File: src/rtl/sqr_sgn_energy_acc_if.sv
// Sample-in / block-energy-out bundle for sqr_sgn_energy_acc.
// master = stream source plus sum consumer; slave = the accumulator.
interface sqr_sgn_energy_acc_if #(
    parameter int width    = 8,
    parameter int accWidth = 2*width+8,
    parameter int lenWidth = 8
);
    logic                       clear_i;
    logic [lenWidth-1:0]        len_i;
    logic                       x_valid_i;
    logic                       x_ready_o;
    logic signed [width-1:0]    x_i;
    logic                       sum_valid_o;
    logic                       sum_ready_i;
    logic [accWidth-1:0]        sum_o;
    logic [lenWidth-1:0]        count_o;
    logic                       ovf_o;

    modport master (
        output clear_i, len_i, x_valid_i, x_i, sum_ready_i,
        input  x_ready_o, sum_valid_o, sum_o, count_o, ovf_o
    );

    modport slave (
        input  clear_i, len_i, x_valid_i, x_i, sum_ready_i,
        output x_ready_o, sum_valid_o, sum_o, count_o, ovf_o
    );
endinterface

File: src/rtl/sqr_sgn_energy_acc.sv
// Block energy accumulator: sums X*X over LEN samples using a signed squarer.
// Define SQR_ACC_SAT_EN to clamp the accumulator on overflow instead of wrapping.
module SqrSgn #(
    parameter int width = 8,
    parameter int speed = 2
) (
    input  logic signed [width-1:0] x_i,
    output logic [2*width-1:0]      sq_o
);
    localparam int SW = 2*width;

    function automatic int top_pow(input int n);
        int t = 1;
        while (t * 2 < n) t = t * 2;
        return t;
    endfunction

    localparam int BK_TOP = top_pow(SW);

    // speed picks the carry network: 0 ripple, 1 Brent-Kung, 2 Sklansky
    function automatic logic [SW-1:0] add_f(input logic [SW-1:0] a, input logic [SW-1:0] b);
        logic [SW-1:0] p, c, gg, pp;
        logic          rc;
        p  = a ^ b;
        gg = a & b;
        pp = p;
        c  = '0;
        rc = 1'b0;
        if (speed == 0) begin
            for (int i = 0; i < SW; i++) begin
                rc   = gg[i] | (pp[i] & rc);
                c[i] = rc;
            end
        end else begin
            if (speed == 1) begin
                for (int d = 1; d < SW; d = d * 2)
                    for (int i = 2*d-1; i < SW; i = i + 2*d) begin
                        gg[i] = gg[i] | (pp[i] & gg[i-d]);
                        pp[i] = pp[i] & pp[i-d];
                    end
                for (int d = BK_TOP; d >= 1; d = d / 2)
                    for (int i = 3*d-1; i < SW; i = i + 2*d) begin
                        gg[i] = gg[i] | (pp[i] & gg[i-d]);
                        pp[i] = pp[i] & pp[i-d];
                    end
            end else begin
                for (int l = 0; (1 << l) < SW; l++)
                    for (int i = 0; i < SW; i++)
                        if (((i >> l) & 1) == 1) begin
                            gg[i] = gg[i] | (pp[i] & gg[((i >> l) << l) - 1]);
                            pp[i] = pp[i] & pp[((i >> l) << l) - 1];
                        end
            end
            c = gg;
        end
        return p ^ (c << 1);
    endfunction

    logic [width-1:0] mag;

    // |x| fits in width bits unsigned, including -2**(width-1)
    always_comb begin
        mag  = x_i[width-1] ? width'(-x_i) : width'(x_i);
        sq_o = '0;
        for (int i = 0; i < width; i++)
            if (mag[i]) sq_o = add_f(sq_o, SW'(mag) << i);
    end
endmodule

module sqr_sgn_energy_acc #(
    parameter int width    = 8,
    parameter int speed    = 2,
    parameter int accWidth = 2*width+8,
    parameter int lenWidth = 8
) (
    input logic                 clk_i,
    input logic                 rst_ni,
    sqr_sgn_energy_acc_if.slave bus
);
    localparam int AW1 = accWidth + 1;

    typedef enum logic [1:0] {IDLE, ACC, DRAIN, OUT} state_e;

    state_e                  state_q, state_d;
    logic signed [width-1:0] x_q, x_d;
    logic                    v_q, v_d, last_q, last_d, ovf_q, ovf_d;
    logic [lenWidth-1:0]     len_q, len_d, cnt_q, cnt_d, cnt_inc, len_eff;
    logic [accWidth-1:0]     acc_q, acc_d;
    logic [accWidth:0]       acc_sum;
    logic [2*width-1:0]      sq;
    logic                    x_ready, sum_valid, accept, is_last, sum_hs;

    SqrSgn #(.width(width), .speed(speed)) u_sqr (.x_i(x_q), .sq_o(sq));

    assign accept  = bus.x_valid_i & x_ready;
    assign sum_hs  = sum_valid & bus.sum_ready_i;
    // The first sample of a block compares against len_i before it is latched
    assign len_eff = (state_q == IDLE) ? bus.len_i : len_q;
    assign cnt_inc = cnt_q + lenWidth'(1);
    assign is_last = (cnt_inc == len_eff);
    assign acc_sum = {1'b0, acc_q} + AW1'(sq);

    always_ff @(posedge clk_i or negedge rst_ni) begin
        if (!rst_ni) begin
            state_q <= IDLE;
            x_q     <= '0;
            v_q     <= 1'b0;
            last_q  <= 1'b0;
            len_q   <= '0;
            cnt_q   <= '0;
            acc_q   <= '0;
            ovf_q   <= 1'b0;
        end else begin
            state_q <= state_d;
            x_q     <= x_d;
            v_q     <= v_d;
            last_q  <= last_d;
            len_q   <= len_d;
            cnt_q   <= cnt_d;
            acc_q   <= acc_d;
            ovf_q   <= ovf_d;
        end
    end

    always_comb begin
        state_d = state_q;
        if (bus.clear_i) begin
            state_d = IDLE;
        end else begin
            case (state_q)
                IDLE:    if (accept) state_d = is_last ? DRAIN : ACC;
                ACC:     if (accept && is_last) state_d = DRAIN;
                DRAIN:   if (last_q) state_d = OUT;
                OUT:     if (sum_hs) state_d = IDLE;
                default: state_d = IDLE;
            endcase
        end
    end

    always_comb begin
        x_ready   = (state_q == IDLE) || (state_q == ACC);
        sum_valid = (state_q == OUT);
    end

    always_comb begin
        x_d    = x_q;
        v_d    = accept;
        last_d = accept & is_last;
        len_d  = (state_q == IDLE && accept) ? bus.len_i : len_q;
        cnt_d  = cnt_q;
        acc_d  = acc_q;
        ovf_d  = ovf_q;
        if (accept) begin
            x_d   = bus.x_i;
            cnt_d = cnt_inc;
        end
        if (v_q) begin
            acc_d = acc_sum[accWidth-1:0];
            ovf_d = ovf_q | acc_sum[accWidth];
`ifdef SQR_ACC_SAT_EN
            if (ovf_d) acc_d = '1;
`endif
        end
        if (sum_hs) begin
            acc_d = '0;
            cnt_d = '0;
            ovf_d = 1'b0;
        end
        // Abort wins over any handshake in the same cycle
        if (bus.clear_i) begin
            v_d    = 1'b0;
            last_d = 1'b0;
            acc_d  = '0;
            cnt_d  = '0;
            ovf_d  = 1'b0;
        end
    end

    assign bus.x_ready_o   = x_ready;
    assign bus.sum_valid_o = sum_valid;
    assign bus.sum_o       = acc_q;
    assign bus.count_o     = cnt_q;
    assign bus.ovf_o       = ovf_q;
endmodule
File: src/flat_wrapper.sv
// flat-port wrapper written by rule: the top's interface ports become plain ports
module sqr_sgn_energy_acc_flat 
#(
    parameter int width    = 8,
    parameter int speed    = 2,
    parameter int accWidth = 2*width+8,
    parameter int lenWidth = 8
)
  (clk_i, rst_ni, bus_clear_i, bus_len_i, bus_x_valid_i, bus_x_i, bus_sum_ready_i, bus_x_ready_o, bus_sum_valid_o, bus_sum_o, bus_count_o, bus_ovf_o);
  sqr_sgn_energy_acc_if #(.width(width), .accWidth(accWidth), .lenWidth(lenWidth)) bus_i ();
  input logic clk_i;
  input logic rst_ni;
  input wire logic [$bits(bus_i.clear_i)-1:0] bus_clear_i;
  input wire logic [$bits(bus_i.len_i)-1:0] bus_len_i;
  input wire logic [$bits(bus_i.x_valid_i)-1:0] bus_x_valid_i;
  input wire logic [$bits(bus_i.x_i)-1:0] bus_x_i;
  input wire logic [$bits(bus_i.sum_ready_i)-1:0] bus_sum_ready_i;
  output wire logic [$bits(bus_i.x_ready_o)-1:0] bus_x_ready_o;
  output wire logic [$bits(bus_i.sum_valid_o)-1:0] bus_sum_valid_o;
  output wire logic [$bits(bus_i.sum_o)-1:0] bus_sum_o;
  output wire logic [$bits(bus_i.count_o)-1:0] bus_count_o;
  output wire logic [$bits(bus_i.ovf_o)-1:0] bus_ovf_o;
  assign bus_i.clear_i = bus_clear_i;
  assign bus_i.len_i = bus_len_i;
  assign bus_i.x_valid_i = bus_x_valid_i;
  assign bus_i.x_i = bus_x_i;
  assign bus_i.sum_ready_i = bus_sum_ready_i;
  assign bus_x_ready_o = bus_i.x_ready_o;
  assign bus_sum_valid_o = bus_i.sum_valid_o;
  assign bus_sum_o = bus_i.sum_o;
  assign bus_count_o = bus_i.count_o;
  assign bus_ovf_o = bus_i.ovf_o;
  sqr_sgn_energy_acc #(.width(width), .speed(speed), .accWidth(accWidth), .lenWidth(lenWidth)) u_core (.clk_i(clk_i), .rst_ni(rst_ni), .bus(bus_i));
endmodule
File: config.mk
export PLATFORM = sky130hd
export DESIGN_NAME = sqr_sgn_energy_acc_flat
export DESIGN_NICKNAME = d
export VERILOG_FILES = /design/src/rtl/sqr_sgn_energy_acc_if.sv /design/src/rtl/sqr_sgn_energy_acc.sv /design/src/flat_wrapper.sv
export SDC_FILE = /design/constraint.sdc
export NUM_CORES = 1
export LEC_CHECK = 0
export CORE_MARGIN = 2
export CORE_UTILIZATION = 60
export CTS_BUF_LIST = sky130_fd_sc_hd__clkbuf_4 sky130_fd_sc_hd__clkbuf_8
export CTS_CLUSTER_SIZE = 14
export DETAILED_ROUTE_END_ITERATION = 7
export GPL_TIMING_DRIVEN = 0
export PLACE_DENSITY = 0.83
export SYNTH_ARGS = -nofsm -noshare
export SYNTH_HDL_FRONTEND = slang
export SYNTH_SLANG_ARGS = --single-unit
File: constraint.sdc
create_clock -name clk_i -period 15.25 [get_ports clk_i]
set_input_delay 2.2875 -clock clk_i [delete_from_list [all_inputs] [get_ports clk_i]]
set_output_delay 2.2875 -clock clk_i [all_outputs]
set_load 0.02 [all_outputs]
==> impl_metrics.json, run 1 <==
{
  "status": "completed",
  "worst_path_max_delay_cell": "clkbuf_1",
  "tns_ns": 0,
  "totalWireLength_um": 15700,
  "wire_per_inst_um": 17.0,
  "chipWidth_um": 106,
  "coreArea_um2": 10300,
  "grt_use_total": 0.284,
  "cts-buffers-inserted": 5,
  "hold_buffers": 0,
  "synth_edf_count": 0,
  "crit_top_cell": "ha_1",
  "grt_start_max_net_pins": 33,
  "clk_path_buf_depth": 2,
  "post_cts_buffers": 0,
  "grt-ovfl-total": 0,
  "layout_common_cells": "ha_1, nor2_1, clkdlybuf4s50_1, dfrtp_1, nand2_1",
  "place.gp.congestion": 0.939,
  "ys_async_sr_fraction": 1.00,
  "clkSinkCount": 53,
  "worstPathRequired_ns": 15.48,
  "root_buffer": "clkbuf_8",
  "clk_pin_slew_worst_paths_ns": 0.10,
  "nNetsFinal": 898,
  "grt_first_pass_wirelength_um": 26600,
  "num-fill-cells": 815,
  "regToRegStartpoint": "u_core.x_q[0]",
  "vias": 5734,
  "die-area_um2": 11300,
  "detail-route-antenna-nets": 0,
  "start_kind": "flip-flop",
  "ys_ff_latch": 53,
  "crit_buf_inv": 6,
  "cts_resized": 0,
  "startpoint": "u_core.x_q[0]",
  "placementRows": 37,
  "diodes": 0,
  "holdWs_ns": 0.497,
  "avgSynthCellArea_um2": 8.68,
  "port_buffers": 54,
  "worstMarginPinSlew_ns": 0.998,
  "cts_tree": "built",
  "max_freq_ghz": 0.0705,
  "netlist_area_um2": 6300,
  "min_period_ns": 14.18,
  "fin_crit_sh": 0.930,
  "vias_per_cell": 6.19,
  "slew_headroom": 0.332,
  "rsz0062_at_grt": "no",
  "dpl.hpwl_um": 12100,
  "ys.flop_type": "dfrtp_1",
  "yosys_warnings": 0,
  "arrival_ns": 14.42,
  "syn_inst": 726,
  "grt_pass1_vias": 5691,
  "die_h_um": 106,
  "setup.worst_path.end_class": "flip-flop",
  "drc": 0,
  "layout_commonest_cell": "ha_1",
  "fin_skew_ns": 0.0102,
  "io_pins": 56,
  "worstHoldStart": "u_core.bus.ovf_o",
  "worstSetupPathType": "flip-flop to flip-flop",
  "cp_max_fo": 16,
  "report.final.setup_viol": 0,
  "ys_seq_area_frac": 0.211,
  "drive_above_1_share": 0.0937,
  "crit_family": "compound AO/OA/AOI/OAI gates",
  "area_delta_synth_final_pct": 13.0,
  "insertion_delay_ns": 0.32,
  "hold_viol_final": 0,
  "cts_htree_levels": 2,
  "hold_path.class": "flip-flop to flip-flop",
  "max-cap-violations": 0,
  "synth.distinct_cells": 78,
  "slew_viol_final": 0,
  "max_stage_delay_ns": 0.66,
  "antenna_found_initial": 0,
  "start_util": 0.613,
  "first_pass_iters": 7,
  "dr.first_iter.drc_count": 352
}
[worst register-to-register path: cells and delay by family, from the launching register on]
kind / cells / cell delay (ns)
buffers and inverters: 6 / 1.79
DFF: 1 / 0.57
adders and majority gates: 11 / 3.60
and+or+nand+nor: 12 / 2.23
AOI/OAI and AO/OA: 18 / 4.37
xor gates and xnor gates: 4 / 0.92
muxes: 2 / 0.57
[per-stage QoR]
step           worst slack [ns]  instances  utilization  cell area (um2)
5_1_grt                  0.0809        926        0.693             7120
3_3_place_gp               1.83        917        0.682             7010
2_1_floorplan              3.48        727            -             6300
4_1_cts                    1.29        926        0.693             7120
6_report                   1.07        926        0.693             7120
3_5_place_dp               1.38        918        0.684             7030
[layout make-up]
class	count	area [um2]	area share
multi-input cells	602	4690	0.659
repair buffers	55	556	0.0780
inverters	49	186	0.0262
clock buffers	5	68.8	0.00967
flip-flops and latches	53	1330	0.186
plain buffers	23	100	0.0141
clock inverters	3	21.3	0.00299
well taps	136	170	0.0239
[kinds of logic (layout without fill, tap and decap cells)]
logic type      after synthesis  after routing  share of synthesized area
simple gates                204            204                      0.159
compound gates              196            196                      0.215
fa+ha+maj                    88             88                      0.193
buf+inv                      72            135                     0.0455
mux                          59             59                      0.101
flops                        53             53                      0.211
xor+xnor                     52             52                     0.0759
other cells                   2              3                    0.00119
[registers in the layout, indices dropped and copies added, names as in the netlist]
signal / count
u_core.bus.sum_o: 24
u_core.bus.count_o: 8
u_core.len_q: 8
u_core.x_q: 8
u_core.state_q: 2
u_core.bus.ovf_o: 1
u_core.last_q: 1
u_core.v_q: 1
[metal layers]
metal,routed length (um),global-route usage,vias to the layer above
li1,-,-,2744
met2,7970,0.511,184
met1,6630,0.356,2777
met3,817,0.0356,29
met5,0,0,-
met4,289,0.0863,0
[synth_stat cells (15+ instances only)]
cell	count	area share
o21a_1	17	0.020
fa_1	15	0.048
mux2_2	27	0.048
nand3_1	24	0.019
dfrtp_1	53	0.21
nand2_1	45	0.027
a21o_1	21	0.025
xnor2_1	30	0.042
xor2_1	19	0.026
nor2_1	64	0.038
mux2i_1	29	0.046
o21ai_0	38	0.030
a21oi_1	42	0.033
inv_1	41	0.024
ha_1	73	0.14
[path summary, 6_finish.rpt]
| check | endpoint | slack [ns] | cells past startpoint |
|---|---|---|---|
| max in group asynchronous | u_core.bus.sum_o[2] | 12.76 | 2 |
| setup / recovery | u_core.bus.sum_o[23] | 1.07 | 53 |
| setup reg to reg | u_core.bus.sum_o[23] | 1.07 | 53 |
| hold reg to reg | u_core.bus.ovf_o | 0.50 | 2 |
| hold / removal | u_core.bus.ovf_o | 0.50 | 2 |
| min in group asynchronous | u_core.bus.sum_o[12] | 1.93 | 1 |
Power of run 1 is left out: the tool's default activity adds up to more than one toggle a clock period on the data nets, which glitch-free logic cannot reach.
==> run 2, diff against run 1 <==
--- a/config.mk
+++ b/config.mk
@@ -16,2 +16,3 @@
 export SYNTH_HDL_FRONTEND = slang
 export SYNTH_SLANG_ARGS = --single-unit
+export TNS_END_PERCENT = 1
==> constraint.sdc (replaced) <==
create_clock -name clk_i -period 15.25 [get_ports clk_i]
set_input_delay 3.05 -clock clk_i [delete_from_list [all_inputs] [get_ports clk_i]]
set_output_delay 3.05 -clock clk_i [all_outputs]
set_load 0.02 [all_outputs]
==> results of run 2 <==
The final DEF is identical to that of run 1. Status: completed.
Power of run 2 is left out for the same reason.
